<file path="src/rtl/pf_pkg.sv">
// Shared definitions for the pixel packer: parameter defaults, control states
// and the FIFO entry layout.
package pf_pkg;

    localparam int TILE_W_DEF     = 64;
    localparam int TILE_H_DEF     = 64;
    localparam int N_TILES_DEF    = 16;
    localparam int FIFO_DEPTH_DEF = 8;

    typedef enum logic [1:0] {
        ST_IDLE    = 2'd0,
        ST_COLLECT = 2'd1,
        ST_DRAIN   = 2'd2,
        ST_DONE    = 2'd3
    } pf_state_e;

    typedef struct packed {
        logic        last;
        logic [3:0]  tile;
        logic [31:0] data;
    } pf_word_t;

    localparam int WORD_W = $bits(pf_word_t);

    function automatic int cnt_w(input int n);
        return (n > 1) ? $clog2(n) : 1;
    endfunction

endpackage

</file>
<file path="src/rtl/pf_word_fifo.sv">
// Synchronous word FIFO with a registered head: rdata/valid come straight from
// flops and only change when the head is popped or the FIFO leaves empty.
module pf_word_fifo #(
    parameter int WIDTH = 37,
    parameter int DEPTH = 8
) (
    input  logic             clk,
    input  logic             rst_n,
    input  logic             push,
    input  logic [WIDTH-1:0] wdata,
    input  logic             pop,
    output logic [WIDTH-1:0] rdata,
    output logic             valid,
    output logic             full,
    output logic             empty
);

    localparam int AW = (DEPTH > 1) ? $clog2(DEPTH) : 1;
    localparam logic [AW:0] FULL_CNT = (AW+1)'(DEPTH);
    localparam logic [AW:0] ZERO_CNT = {(AW+1){1'b0}};

    logic [WIDTH-1:0] mem_r [DEPTH];
    logic [AW-1:0]    wr_ptr_r;
    logic [AW-1:0]    rd_ptr_r;
    logic [AW:0]      count_r;
    logic             valid_r;
    logic [WIDTH-1:0] rdata_r;

    logic             pop_s;
    logic             push_s;
    logic             full_s;
    logic [AW-1:0]    rd_ptr_nx_s;
    logic [AW:0]      remain_s;
    logic [AW:0]      count_nx_s;
    logic [WIDTH-1:0] head_nx_s;

    // Next-state pointers, occupancy and head; a push into an otherwise empty FIFO bypasses memory.
    always_comb begin
        pop_s       = pop && valid_r;
        full_s      = (count_r == FULL_CNT);
        push_s      = push && (!full_s || pop_s);
        rd_ptr_nx_s = pop_s ? (rd_ptr_r + AW'(1'b1)) : rd_ptr_r;
        remain_s    = pop_s ? (count_r - (AW+1)'(1'b1)) : count_r;
        case ({push_s, pop_s})
            2'b10:   count_nx_s = count_r + (AW+1)'(1'b1);
            2'b01:   count_nx_s = count_r - (AW+1)'(1'b1);
            default: count_nx_s = count_r;
        endcase
        head_nx_s = (push_s && (remain_s == ZERO_CNT)) ? wdata : mem_r[rd_ptr_nx_s];
    end

    // Storage array, intentionally not reset; pointers define what is valid.
    always_ff @(posedge clk) begin
        if (push_s) begin
            mem_r[wr_ptr_r] <= wdata;
        end
    end

    // Pointers, occupancy and registered head.
    always_ff @(posedge clk) begin
        if (!rst_n) begin
            wr_ptr_r <= {AW{1'b0}};
            rd_ptr_r <= {AW{1'b0}};
            count_r  <= ZERO_CNT;
            valid_r  <= 1'b0;
            rdata_r  <= {WIDTH{1'b0}};
        end else begin
            if (push_s) begin
                wr_ptr_r <= wr_ptr_r + AW'(1'b1);
            end
            rd_ptr_r <= rd_ptr_nx_s;
            count_r  <= count_nx_s;
            valid_r  <= (count_nx_s != ZERO_CNT);
            rdata_r  <= head_nx_s;
        end
    end

    assign rdata = rdata_r;
    assign valid = valid_r;
    assign full  = full_s;
    assign empty = (count_r == ZERO_CNT);

endmodule

</file>
<file path="src/rtl/pixel_packer.sv">
// Packs filtered 8-bit pixels four at a time into 32-bit words tagged with
// tile index and end-of-tile flag, buffered through a small word FIFO.
module pixel_packer
    import pf_pkg::*;
#(
    parameter int TILE_W     = TILE_W_DEF,
    parameter int TILE_H     = TILE_H_DEF,
    parameter int N_TILES    = N_TILES_DEF,
    parameter int FIFO_DEPTH = FIFO_DEPTH_DEF
) (
    input  logic        clk,
    input  logic        rst_n,
    input  logic        en,
    input  logic        rd,
    input  logic [7:0]  cl_pixel,
    output logic        out_valid,
    input  logic        out_ready,
    output logic [31:0] out_data,
    output logic        out_last,
    output logic [3:0]  tile_idx,
    output logic        overflow,
    output logic        done
);

    localparam int CW = cnt_w(TILE_W);
    localparam int RW = cnt_w(TILE_H);
    localparam logic [CW-1:0] COL_LAST  = CW'(TILE_W - 1);
    localparam logic [RW-1:0] ROW_LAST  = RW'(TILE_H - 1);
    localparam logic [3:0]    TILE_LAST = 4'(N_TILES - 1);

    pf_state_e   state_r;
    logic [CW-1:0] col_r;
    logic [RW-1:0] row_r;
    logic [3:0]  tile_r;
    logic [23:0] pack_r;
    logic        push_r;
    pf_word_t    push_word_r;
    logic        overflow_r;
    logic        done_r;

    logic        accept_s;
    logic        col_last_s;
    logic        row_last_s;
    logic        tile_last_s;
    logic        pop_s;
    logic        drop_s;
    logic        final_pop_s;
    logic [WORD_W-1:0] fifo_rdata_s;
    pf_word_t    head_s;
    logic        fifo_valid_s;
    logic        fifo_full_s;
    logic        fifo_empty_s;

    // Acceptance, counter wrap conditions and FIFO handshake decode.
    always_comb begin
        head_s      = fifo_rdata_s;
        accept_s    = en && rd && (state_r == ST_COLLECT);
        col_last_s  = (col_r == COL_LAST);
        row_last_s  = (row_r == ROW_LAST);
        tile_last_s = (tile_r == TILE_LAST);
        pop_s       = fifo_valid_s && out_ready;
        drop_s      = push_r && fifo_full_s && !pop_s;
        final_pop_s = pop_s && head_s.last && (head_s.tile == TILE_LAST);
    end

    // Control FSM together with position counters, lane packing and sticky flags.
    always_ff @(posedge clk) begin
        if (!rst_n) begin
            state_r     <= ST_IDLE;
            col_r       <= {CW{1'b0}};
            row_r       <= {RW{1'b0}};
            tile_r      <= 4'd0;
            pack_r      <= 24'd0;
            push_r      <= 1'b0;
            push_word_r <= '{last: 1'b0, tile: 4'd0, data: 32'd0};
            overflow_r  <= 1'b0;
            done_r      <= 1'b0;
        end else begin
            push_r <= 1'b0;
            if (drop_s) begin
                overflow_r <= 1'b1;
            end
            if (accept_s) begin
                case (col_r[1:0])
                    2'd0: pack_r[7:0]   <= cl_pixel;
                    2'd1: pack_r[15:8]  <= cl_pixel;
                    2'd2: pack_r[23:16] <= cl_pixel;
                    2'd3: begin
                        push_word_r <= '{last: col_last_s && row_last_s,
                                         tile: tile_r,
                                         data: {cl_pixel, pack_r}};
                        push_r      <= 1'b1;
                    end
                    default: pack_r <= pack_r;
                endcase
                if (col_last_s) begin
                    col_r <= {CW{1'b0}};
                    if (row_last_s) begin
                        row_r  <= {RW{1'b0}};
                        tile_r <= tile_last_s ? 4'd0 : (tile_r + 4'd1);
                    end else begin
                        row_r <= row_r + RW'(1'b1);
                    end
                end else begin
                    col_r <= col_r + CW'(1'b1);
                end
            end
            case (state_r)
                ST_IDLE: begin
                    if (en) begin
                        state_r <= ST_COLLECT;
                    end
                end
                ST_COLLECT: begin
                    if (accept_s && col_last_s && row_last_s && tile_last_s) begin
                        state_r <= ST_DRAIN;
                    end
                end
                ST_DRAIN: begin
                    // A dropped final word must not leave the block stuck here.
                    if (final_pop_s || (fifo_empty_s && !push_r)) begin
                        state_r <= ST_DONE;
                        done_r  <= 1'b1;
                    end
                end
                ST_DONE: state_r <= ST_DONE;
                default: state_r <= ST_IDLE;
            endcase
        end
    end

    pf_word_fifo #(
        .WIDTH (WORD_W),
        .DEPTH (FIFO_DEPTH)
    ) u_word_fifo (
        .clk   (clk),
        .rst_n (rst_n),
        .push  (push_r),
        .wdata (push_word_r),
        .pop   (pop_s),
        .rdata (fifo_rdata_s),
        .valid (fifo_valid_s),
        .full  (fifo_full_s),
        .empty (fifo_empty_s)
    );

    assign out_valid = fifo_valid_s;
    assign out_data  = head_s.data;
    assign out_last  = head_s.last;
    assign tile_idx  = head_s.tile;
    assign overflow  = overflow_r;
    assign done      = done_r;

endmodule

</file>
<file path="config.mk">
export PLATFORM = sky130hd
export DESIGN_NAME = pixel_packer
export DESIGN_NICKNAME = d
export VERILOG_FILES = /design/src/rtl/pf_pkg.sv /design/src/rtl/pf_word_fifo.sv /design/src/rtl/pixel_packer.sv
export SDC_FILE = /design/constraint.sdc
export NUM_CORES = 1
export LEC_CHECK = 0
export ABC_AREA = 1
export CORE_MARGIN = 3
export CORE_UTILIZATION = 40
export CTS_BUF_LIST = sky130_fd_sc_hd__clkbuf_16
export CTS_CLUSTER_DIAMETER = 60
export DETAILED_ROUTE_END_ITERATION = 16
export SLEW_MARGIN = 25
export SYNTH_ARGS = -nofsm -noshare
export SYNTH_HDL_FRONTEND = slang
export SYNTH_SLANG_ARGS = --single-unit
export TNS_END_PERCENT = 100
</file>
<file path="constraint.sdc">
create_clock -name clk -period 3.9 [get_ports clk]
set_input_delay 0.78 -clock clk [delete_from_list [all_inputs] [get_ports clk]]
set_output_delay 0.78 -clock clk [all_outputs]
set_load 0.02 [all_outputs]
</file>
==> qor.yml, run 1 <==
placement:
  hpwl_um: 24700
  place_area_mm2: 0.0185
  dp_slack_ps: 515
  dp.cells: 2198
  gp_congestion: 0.803
  port-buffer-count: 52
timing:
  period_minus_slack_ps: 2790
  finalWorstSetupSlack_ps: 1110
  rsz0062_at_grt: "no"
  tightest_slew_ps: 722
  hold_viol: 0
  fin_hold_ws_ps: 462
  relSlewSlack: 0.519
  slew_violations: 0
  fin_crit_sh: 0.715
  setup_viol: 0
  fin_worst_skew_ps: 29.0
  finalSetupTns_ps: 0
  fmax_ghz: 0.359
routing:
  via_count: 12278
  drt-wirelength-per-cell_um: 19.6
  drc: 0
  drtIter0Drc: 1063
  postRouteAntennaNets: 0
  routed_wl_um: 44700
  viasPerCell: 5.38
  dr.pass1.iters: 5
pwr:
  power_frac_seq: 0.526
  pwr-share-comb: 0.018
  p_total_mw: 9.12
  switching_power_mw: 1.91
  intPower_mw: 7.21
  irDropWorstVdd_v: 0.000270
  swShare: 0.210
  clkPwrFrac: 0.456
  power_density_mw_per_mm2: 456
  p_leak_nw: 7.63
floorplanning:
  coreArea_mm2: 0.0422
  initial_core_util: 0.407
  die_w_um: 213
  rows: 75
  dieArea_mm2: 0.0455
  die_y_um: 213
  design.portCount: 53
final_layout:
  antenna_cells: 0
  fin_area_mm2: 0.0200
  fin_nets: 1733
  flow.area_growth_from_synthesis_pct: 16.2
  layout-drive-gt1-share: 0.0762
  finalNonFillerCells: 2284
  final_util: 0.473
clocking:
  root_buffer: "clkbuf_16"
  cts_resized: 0
  cts_sinks: 426
  htreeDepth: 2
  clk_latency_ps: 580
  post_cts_buffers: 0
  clkTransAtPathRegs_ps: 60
  cts_buffers: 46
  cts.path.max_buffers: 3
  hold_buffers: 0
  cts_tree: "done"
synthesis:
  synth_cell_types: 36
  syn_nets: 1695
  syn_area_mm2: 0.0172
  synth_seq_cells: 426
  avgSynthCellArea_um2: 10.3
  synth_cells: 1669
  synth-seq-area-share: 0.668
  ys_warn_count: 0
global_routing:
  grt_pass1_vias: 12286
  grt_util_all_layers: 0.199
  overflow: 0
  grt_first_pass_wirelength_um: 69900
  grt_max_degree: 112
  antenna_found_initial: 1
outcome:
  outcome: "completed"
run:
  maxCapViolCount: 0
setup_path:
  critPathRequiredTime_ps: 4170
  worst_setup_path_end_kind: "flip-flop"
  path_max_fanout: 20
  worstPathArrival_ps: 3060
  start_kind: "primary input"
  crit_type: "in2reg"
hold_path:
  holdCritPathClass: "reg2reg"
[layout by cell type (no fill, tap or decap), types with 2 or more instances in the layout]
| master | netlist | layout |
|---|---|---|
| nand4_1 | 3 | 3 |
| nor2_1 | 39 | 30 |
| o21a_1 | 3 | 3 |
| buf_4 | 2 | 29 |
| xor2_4 | 0 | 2 |
| clkinv_2 | 0 | 10 |
| nand2_2 | 1 | 3 |
| ha_1 | 13 | 13 |
| inv_1 | 139 | 150 |
| nand3_1 | 452 | 451 |
| buf_12 | 0 | 13 |
| clkbuf_16 | 0 | 51 |
| inv_2 | 3 | 3 |
| nand2_4 | 1 | 3 |
| a21oi_1 | 77 | 77 |
| edfxtp_1 | 296 | 296 |
| nor3_1 | 3 | 3 |
| dfxtp_1 | 130 | 130 |
| xnor2_1 | 2 | 2 |
| clkdlybuf4s50_1 | 0 | 51 |
| xor2_1 | 7 | 6 |
| clkinv_1 | 1 | 11 |
| nor2_4 | 1 | 9 |
| nand2_1 | 337 | 333 |
| o21ai_0 | 44 | 44 |
[synthesized netlist by cell type (all sizes together)]
cell,count,area (um2)
inv,143,539
mux2i,1,10.0
clkinv,1,3.75
o21bai,1,7.51
or2,1,6.26
nand2,339,1280
a21o,1,7.51
a31oi,1,6.26
clkbuf,40,150
o211ai,1,7.51
o21ai,45,225
xor2,8,77.6
edfxtp,296,8890
a211oi,1,7.51
buf,64,315
and3,1,6.26
o21a,3,22.5
nor2,40,158
nand4,3,18.8
a21oi,77,385
o22ai,1,6.26
nand3b,1,7.51
nor3,3,15.0
xnor2,2,17.5
nand3,452,2260
ha,13,163
dfxtp,130,2600
[path summary, 6_finish.rpt]
| path | startpoint | endpoint | slack (ps) | depth (start not counted) |
|---|---|---|---|---|
| worst min-delay path | pack_r[1] | pack_r[1] | 460 | 2 |
| worst max-delay path | out_ready | u_word_fifo.mem_r[5][18] | 1110 | 10 |
| worst min register to register | pack_r[1] | pack_r[1] | 460 | 2 |
| worst max register to register | u_word_fifo.count_r[0] | u_word_fifo.mem_r[5][18] | 1400 | 10 |
[worst max-delay path, cell delays in order]
cell,delay (ps)
clkdlybuf4s50_1,610
nand2_4,160
inv_4,120
nor2_1,80
nor2_4,180
inv_1,120
nor2_1,160
inv_1,190
nor2_4,390
buf_12,260
[logic make-up (layout without fill, tap and decap cells)]
| logic type | after synthesis | in the layout | share of synthesized area |
|---|---|---|---|
| simple gates | 840 | 840 | 0.218 |
| flops | 426 | 426 | 0.668 |
| buf+inv | 248 | 324 | 0.0586 |
| compound gates | 131 | 131 | 0.0393 |
| fa+ha+maj | 13 | 13 | 0.00946 |
| xor+xnor | 10 | 10 | 0.00553 |
| mux | 1 | 1 | 0.000582 |
[cell type report]
class | count | area [um2]
fill | 3921 | 22200
sequential | 426 | 11500
multi-input combinational | 995 | 4840
clock buffer | 51 | 1280
timing repair buffer | 94 | 993
tap | 539 | 674
inverter | 144 | 543
clock inverter | 35 | 178
[sequential cells by signal, summed over array words and instances, names as in the netlist, 3 cells and up]
signal,count
u_word_fifo.rdata,37
u_word_fifo.rd_ptr_r,3
u_word_fifo.mem_r,296
u_word_fifo.wr_ptr_r,3
pack_r,24
u_word_fifo.count_r,4
row_r,6
tile_r,4
col_r,6
push_word_r,37
[power by group through the flow]
stage	Combinational, mW	Clock [mW]	Sequential (mW)
2_1_floorplan	0.0711	0	4.91
3_3_place_gp	0.162	0	4.90
3_5_place_dp	0.163	0	4.90
4_1_cts	0.163	4.24	4.80
5_1_grt	0.179	4.43	4.80
6_report	0.163	4.16	4.80
[layer usage]
metal	part of all wire	track usage	wire (um)
met1	0.44	0.268	19500
met2	0.48	0.338	21400
met3	0.062	0.0291	2760
met4	0.023	0.0597	1010
met5	0.00029	0	13
Note: power is estimated with default switching activity, not from simulation.
==> run 2, diff against run 1 <==
==> constraint.sdc (replaced) <==
create_clock -name clk -period 2.8 [get_ports clk]
set_input_delay 0.56 -clock clk [delete_from_list [all_inputs] [get_ports clk]]
set_output_delay 0.56 -clock clk [all_outputs]
set_load 0.02 [all_outputs]
==> qor.yml, run 2 (synthesis gave the netlist of run 1 again) <==
hold_path:
  hold_depth: 3  # was 2
  hold-path-endpoint: "push_word_r[35]"  # was pack_r[1]
  holdCritPathClass: "in2reg"  # was reg2reg
  hp-start: "rst_n"  # was pack_r[1]
timing:
  rsz0062_at_grt: "no"  # unchanged
  slew_violations: 0  # unchanged
  setup_viol: 0  # unchanged
  fmax_ghz: 0.430
  tightest_slew_ps: 488  # was 722 ps
  period_minus_slack_ps: 2320
  fin_crit_sh: 0.830
  fin_hold_ws_ps: 350  # was 462 ps
  fin_worst_skew_ps: 31.0  # was 29.0 ps
  relSlewSlack: 0.674  # was 0.519
  hold_viol: 0  # unchanged
  finalWorstSetupSlack_ps: 476  # was 1110 ps
setup_path:
  crit_family: "buffers and inverters"  # unchanged
  rrSetupSlack_ps: 620  # was 1400 ps
  rr_endpoint: "u_word_fifo.mem_r[2][17]"  # was u_word_fifo.mem_r[5][18]
  worst_setup_path_end_kind: "primary output"  # was flip-flop
  critPathMaxStageDelay_ps: 690  # was 610 ps
  reg2reg_from: "u_word_fifo.count_r[0]"  # unchanged
  path_buf_inv: 1  # was 5
  worstPathArrival_ps: 1760  # was 3060 ps
  crit_type: "reg2out"  # was in2reg
  critical_path.startpoint: "u_word_fifo.valid"  # was out_ready
  critPathRequiredTime_ps: 2240  # was 4170 ps
  reg2reg_depth: 9  # was 10
  path_max_fanout: 4  # was 20
  cpMaxStageDelayCell: "clkdlybuf4s50_1"  # unchanged
  start_kind: "flip-flop"  # was primary input
  crit_chain: "clkdlybuf4s50_1"  # was clkdlybuf4s50_1 -> nand2_4 -> inv_4 -> nor2_1 -> nor2_4 -> inv_1 -> nor2_1 -> inv_1 -> nor2_4 -> buf_12
global_routing:
  antenna_found_initial: 0  # was 1
  grt_max_degree: 63  # was 112
  grt_util_all_layers: 0.197  # was 0.199
  overflow: 0  # unchanged
  grt_pass1_vias: 12109  # was 12286
  grt_first_pass_wirelength_um: 69000  # was 69900 um
placement:
  hpwl_um: 26200  # was 24700 um
  port-buffer-count: 52  # unchanged
  dp_slack_ps: 2.68  # was 515 ps
  gp_congestion: 0.848  # was 0.803
  place_area_mm2: 0.0189  # was 0.0185 mm2
  dp.cells: 2213  # was 2198
pwr:
  irDropWorstVdd_v: 0.000410  # was 0.000270 V
  switching_power_mw: 2.67  # was 1.91 mW
  power_frac_seq: 0.523  # was 0.526
  p_leak_nw: 7.77  # was 7.63 nW
  clkPwrFrac: 0.459  # was 0.456
  swShare: 0.209  # was 0.210
  intPower_mw: 10.1  # was 7.21 mW
  power_density_mw_per_mm2: 628  # was 456 mW/mm2
  p_total_mw: 12.8  # was 9.12 mW
  pwr-share-comb: 0.018  # about the same
floorplanning:
  dieArea_mm2: 0.0455  # unchanged
  design.portCount: 53  # unchanged
  die_w_um: 213  # unchanged
  coreArea_mm2: 0.0422  # unchanged
  rows: 75  # unchanged
  die_y_um: 213  # unchanged
  initial_core_util: 0.407  # unchanged
clocking:
  cts_sinks: 426  # unchanged
  root_buffer: "clkbuf_16"  # unchanged
  cts_resized: 0  # unchanged
  clk_latency_ps: 590  # was 580 ps
  clkTransAtPathRegs_ps: 60  # about the same
  cts.path.max_buffers: 3  # unchanged
  cts_tree: "done"  # unchanged
  post_cts_buffers: 0  # unchanged
  cts_buffers: 46  # unchanged
  htreeDepth: 2  # unchanged
  hold_buffers: 0  # unchanged
final_layout:
  regMostFlops: "u_word_fifo.mem_r"  # unchanged
  final_common_cell: "nand3_1"  # unchanged
  layout-drive-gt1-share: 0.0847  # was 0.0762
  n_fill_cell: 3826  # was 3921
  flow.area_growth_from_synthesis_pct: 18.3  # was 16.2%
  fin_area_mm2: 0.0204  # was 0.0200 mm2
  fin_nets: 1748  # was 1733
  layout_common_cells: "nand3_1, nand2_1, edfxtp_1"  # unchanged
  largest_reg_flops: 296  # unchanged
  antenna_cells: 0  # unchanged
  finalNonFillerCells: 2299  # was 2284
routing:
  drc: 0  # unchanged
  via_count: 12310  # was 12278
  drt-wirelength-per-cell_um: 19.3  # was 19.6 um
  postRouteAntennaNets: 0  # unchanged
  viasPerCell: 5.35  # was 5.38
  dr.pass1.iters: 5  # unchanged
  routed_wl_um: 44400  # was 44700 um
  drtIter0Drc: 1256  # was 1063
outcome:
  outcome: "completed"  # unchanged
run:
  maxCapViolCount: 0  # unchanged
run 2: changes by cell type in the layout (fill, tap and decap cells not counted), moves of 3 or more:
| cell | change |
|---|---|
| buf_12 | +19 |
| buf_4 | -4 |
| bufinv_16 | +3 |
| clkbuf_16 | -4 |
| clkinv_2 | -5 |
run 2: area by class of cell:
| type | count | area (um2) | share of cell area |
|---|---|---|---|
| Clock buffer | 47 | 1180 | 0.0578 |
| Timing Repair Buffer | 109 | 1340 | 0.0660 |
| Multi-Input combinational cell | 995 | 4840 | 0.238 |
| Sequential cell | 426 | 11500 | 0.565 |
| Clock inverter | 39 | 288 | 0.0141 |
| Inverter | 144 | 543 | 0.0267 |
| Tap cell | 539 | 674 | 0.0331 |
run 2: power by group through the flow:
stage               logic (mW)  registers (mW)  clock network, mW
global placement         0.229            6.82                  0
detailed placement       0.231            6.82                  0
CTS                      0.231            6.68               5.98
finish                   0.230            6.68               5.86
floorplan               0.0990            6.84                  0
global route             0.251            6.68               6.21
run 2: routing by layer:
layer / vias up / track usage / wire, um
li1: 5848 / - / -
met1: 5947 / 0.268 / 19100
met2: 415 / 0.320 / 21000
met3: 100 / 0.0309 / 2810
met4: 0 / 0.0793 / 1450
met5: - / 0 / 0
run 2: worst max-delay path by stage:
stage / end / slack [ps] / cells past startpoint
CTS: out_valid / 420 / 1
floorplan: u_word_fifo.mem_r[0][0] / -450 / 8
detailed placement: u_word_fifo.mem_r[0][32] / 3 / 9
finish: out_valid / 480 / 1
global route: out_valid / 420 / 1
global placement: u_word_fifo.mem_r[0][35] / 20 / 9
run 2: stage by stage:
| step | util | setup TNS (ps) |
|---|---|---|
| floorplan | - | -98340 |
| global placement | 0.447 | 0 |
| detailed placement | 0.447 | 0 |
| CTS | 0.482 | 0 |
| global route | 0.482 | 0 |
| finish | 0.482 | 0 |
==> run 3, diff against run 2 <==
==> constraint.sdc (replaced) <==
create_clock -name clk -period 2.3 [get_ports clk]
set_input_delay 0.46 -clock clk [delete_from_list [all_inputs] [get_ports clk]]
set_output_delay 0.46 -clock clk [all_outputs]
set_load 0.02 [all_outputs]
==> qor.yml, run 3 (synthesis gave the netlist of run 1 again) <==
outcome:
  outcome: "completed"  # unchanged
setup_path:
  path_max_fanout: 4  # unchanged
  cpMaxStageDelayCell: "clkdlybuf4s50_1"  # unchanged
  reg2reg_depth: 10  # was 9
  crit_chain: "clkdlybuf4s50_1"  # unchanged
  crit_end: "out_valid"  # unchanged
  crit_family: "buffers and inverters"  # unchanged
  path_depth: 1  # unchanged
  path_buf_inv: 1  # unchanged
  critical_path.startpoint: "u_word_fifo.valid"  # unchanged
  crit_type: "reg2out"  # unchanged
  rrSetupSlack_ps: 180  # was 620 ps
  critPathRequiredTime_ps: 1840  # was 2240 ps
  worstPathArrival_ps: 1740  # was 1760 ps
  reg2reg_from: "u_word_fifo.count_r[1]"  # was u_word_fifo.count_r[0]
  critPathMaxStageDelay_ps: 680  # was 690 ps
  start_kind: "flip-flop"  # unchanged
  worst_setup_path_end_kind: "primary output"  # unchanged
  rr_endpoint: "u_word_fifo.mem_r[7][17]"  # was u_word_fifo.mem_r[2][17]
clocking:
  cts_sinks: 426  # unchanged
  post_cts_buffers: 0  # unchanged
  root_buffer: "clkbuf_16"  # unchanged
  cts_buffers: 46  # unchanged
  clkTransAtPathRegs_ps: 60  # about the same
  cts_resized: 0  # unchanged
  htreeDepth: 2  # unchanged
  clk_latency_ps: 570  # was 590 ps
  cts.path.max_buffers: 3  # unchanged
  hold_buffers: 0  # unchanged
  cts_tree: "done"  # unchanged
global_routing:
  grt_first_pass_wirelength_um: 69700  # was 69000 um
  grt_max_degree: 85  # was 63
  overflow: 0  # unchanged
  grt_pass1_vias: 11944  # was 12109
  grt_util_all_layers: 0.199  # was 0.197
  antenna_found_initial: 0  # unchanged
timing:
  finalWorstSetupSlack_ps: 98.2  # was 476 ps
  fin_worst_skew_ps: 21.4  # was 31.0 ps
  period_minus_slack_ps: 2200
  setup_viol: 0  # unchanged
  slew_violations: 0  # unchanged
  rsz0062_at_grt: "no"  # unchanged
  fmax_ghz: 0.454
  fin_hold_ws_ps: 361  # was 350 ps
  hold_viol: 0  # unchanged
  fin_crit_sh: 0.957
  relSlewSlack: 0.617  # was 0.674
  tightest_slew_ps: 573  # was 488 ps
floorplanning:
  dieArea_mm2: 0.0455  # unchanged
  rows: 75  # unchanged
  initial_core_util: 0.407  # unchanged
  coreArea_mm2: 0.0422  # unchanged
  die_y_um: 213  # unchanged
  design.portCount: 53  # unchanged
  die_w_um: 213  # unchanged
routing:
  met3_wirelength_um: 2690  # was 2810 um
  wl_met1_um: 19900  # was 19100 um
  via_count: 12353  # was 12310
  postRouteAntennaNets: 0  # unchanged
  routed_wl_um: 44900  # was 44400 um
  dr_wl_met2_um: 21000  # about the same
  dr.pass1.iters: 5  # unchanged
  drtIter0Drc: 1045  # was 1256
  drc: 0  # unchanged
  highest_layer: "met4"  # unchanged
  viasPerCell: 5.30  # was 5.35
  drt-wirelength-per-cell_um: 19.3  # about the same
final_layout:
  layout_common_cells: "nand3_1, nand2_1, edfxtp_1"  # unchanged
  fin_area_mm2: 0.0207  # was 0.0204 mm2
  fin_nets: 1779  # was 1748
  largest_reg_flops: 296  # unchanged
  regArea_mm2: 0.0115  # about the same
  regMostFlops: "u_word_fifo.mem_r"  # unchanged
  layout-drive-gt1-share: 0.0983  # was 0.0847
  multi_input_area_mm2: 0.00485  # was 0.00484 mm2
  n_fill_cell: 3817  # was 3826
  antenna_cells: 0  # unchanged
  final_common_cell: "nand3_1"  # unchanged
  flow.area_growth_from_synthesis_pct: 20.3  # was 18.3%
placement:
  dp_slack_ps: -287  # was 2.68 ps
  hpwl_um: 26600  # was 26200 um
  place_area_mm2: 0.0193  # was 0.0189 mm2
  gp_congestion: 0.838  # was 0.848
  port-buffer-count: 52  # unchanged
pwr:
  power_density_mw_per_mm2: 725  # was 628 mW/mm2
  p_total_mw: 15.0  # was 12.8 mW
  p_leak_nw: 7.96  # was 7.77 nW
  irDropWorstVdd_v: 0.000604  # was 0.000410 V
run:
  maxCapViolCount: 0  # unchanged
hold_path:
  holdCritPathClass: "in2reg"  # unchanged
==> run 3: cell count changes in the layout (fill, tap and decap cells not counted), sizes merged <==
cell / previous run / this run
clkinv: 20 / 19
bufinv: 3 / 0
clkinvlp: 2 / 1
inv: 158 / 164
clkbuf: 47 / 46
buf: 58 / 89
==> run 3: metrics by stage <==
| stage | util | instances | setup TNS, ps |
|---|---|---|---|
| 2_1_floorplan | - | 1669 | -83450 |
| 3_3_place_gp | 0.458 | 2244 | -65860 |
| 3_5_place_dp | 0.458 | 2244 | -66950 |
| 4_1_cts | 0.490 | 2330 | 0 |
| 5_1_grt | 0.490 | 2330 | 0 |
| 6_report | 0.490 | 2330 | 0 |
==> run 3: layout make-up <==
| type | count | area share |
|---|---|---|
| clock buffers | 46 | 0.0556 |
| multi-input cells | 995 | 0.235 |
| inverters | 144 | 0.0262 |
| repair buffers | 140 | 0.0866 |
| well taps | 539 | 0.0326 |
| clock inverters | 40 | 0.00913 |
| flip-flops and latches | 426 | 0.555 |
==> run 3: worst min-delay path by stage <==
stage                          start         end  slack (ps)  cells past startpoint
after floorplan           pack_r[10]  pack_r[10]         440                      2
after global routing           rst_n   tile_r[2]         370                      3
after detailed placement   pack_r[4]   pack_r[4]         460                      2
after CTS                      rst_n   tile_r[2]         340                      3
final                          rst_n   tile_r[0]         360                      3
after global placement    pack_r[19]  pack_r[19]         450                      2
==> run 3: power breakdown <==
group,total [mW],switching (mW),internal [mW]
clock,6.59,2.95,3.64
combinational,0.284,0.182,0.102
sequential,8.14,0.0159,8.12
total,15.0,3.15,11.9
==> run 3: per-layer routing <==
layer,vias to the layer above,track usage
met5,-,0
met4,0,0.0663
met3,88,0.0274
met2,409,0.319
met1,5937,0.281
li1,5919,-
==> run 3: worst register-to-register path: stages (launching register included) <==
cell and delay [ps]:
dfxtp_1 410, inv_1 120, ha_1 210, nand3_1 110, nor2_2 60, nor2_4 100
inv_1 110, nor2_1 170, inv_2 130, nor2_4 190, buf_12 200
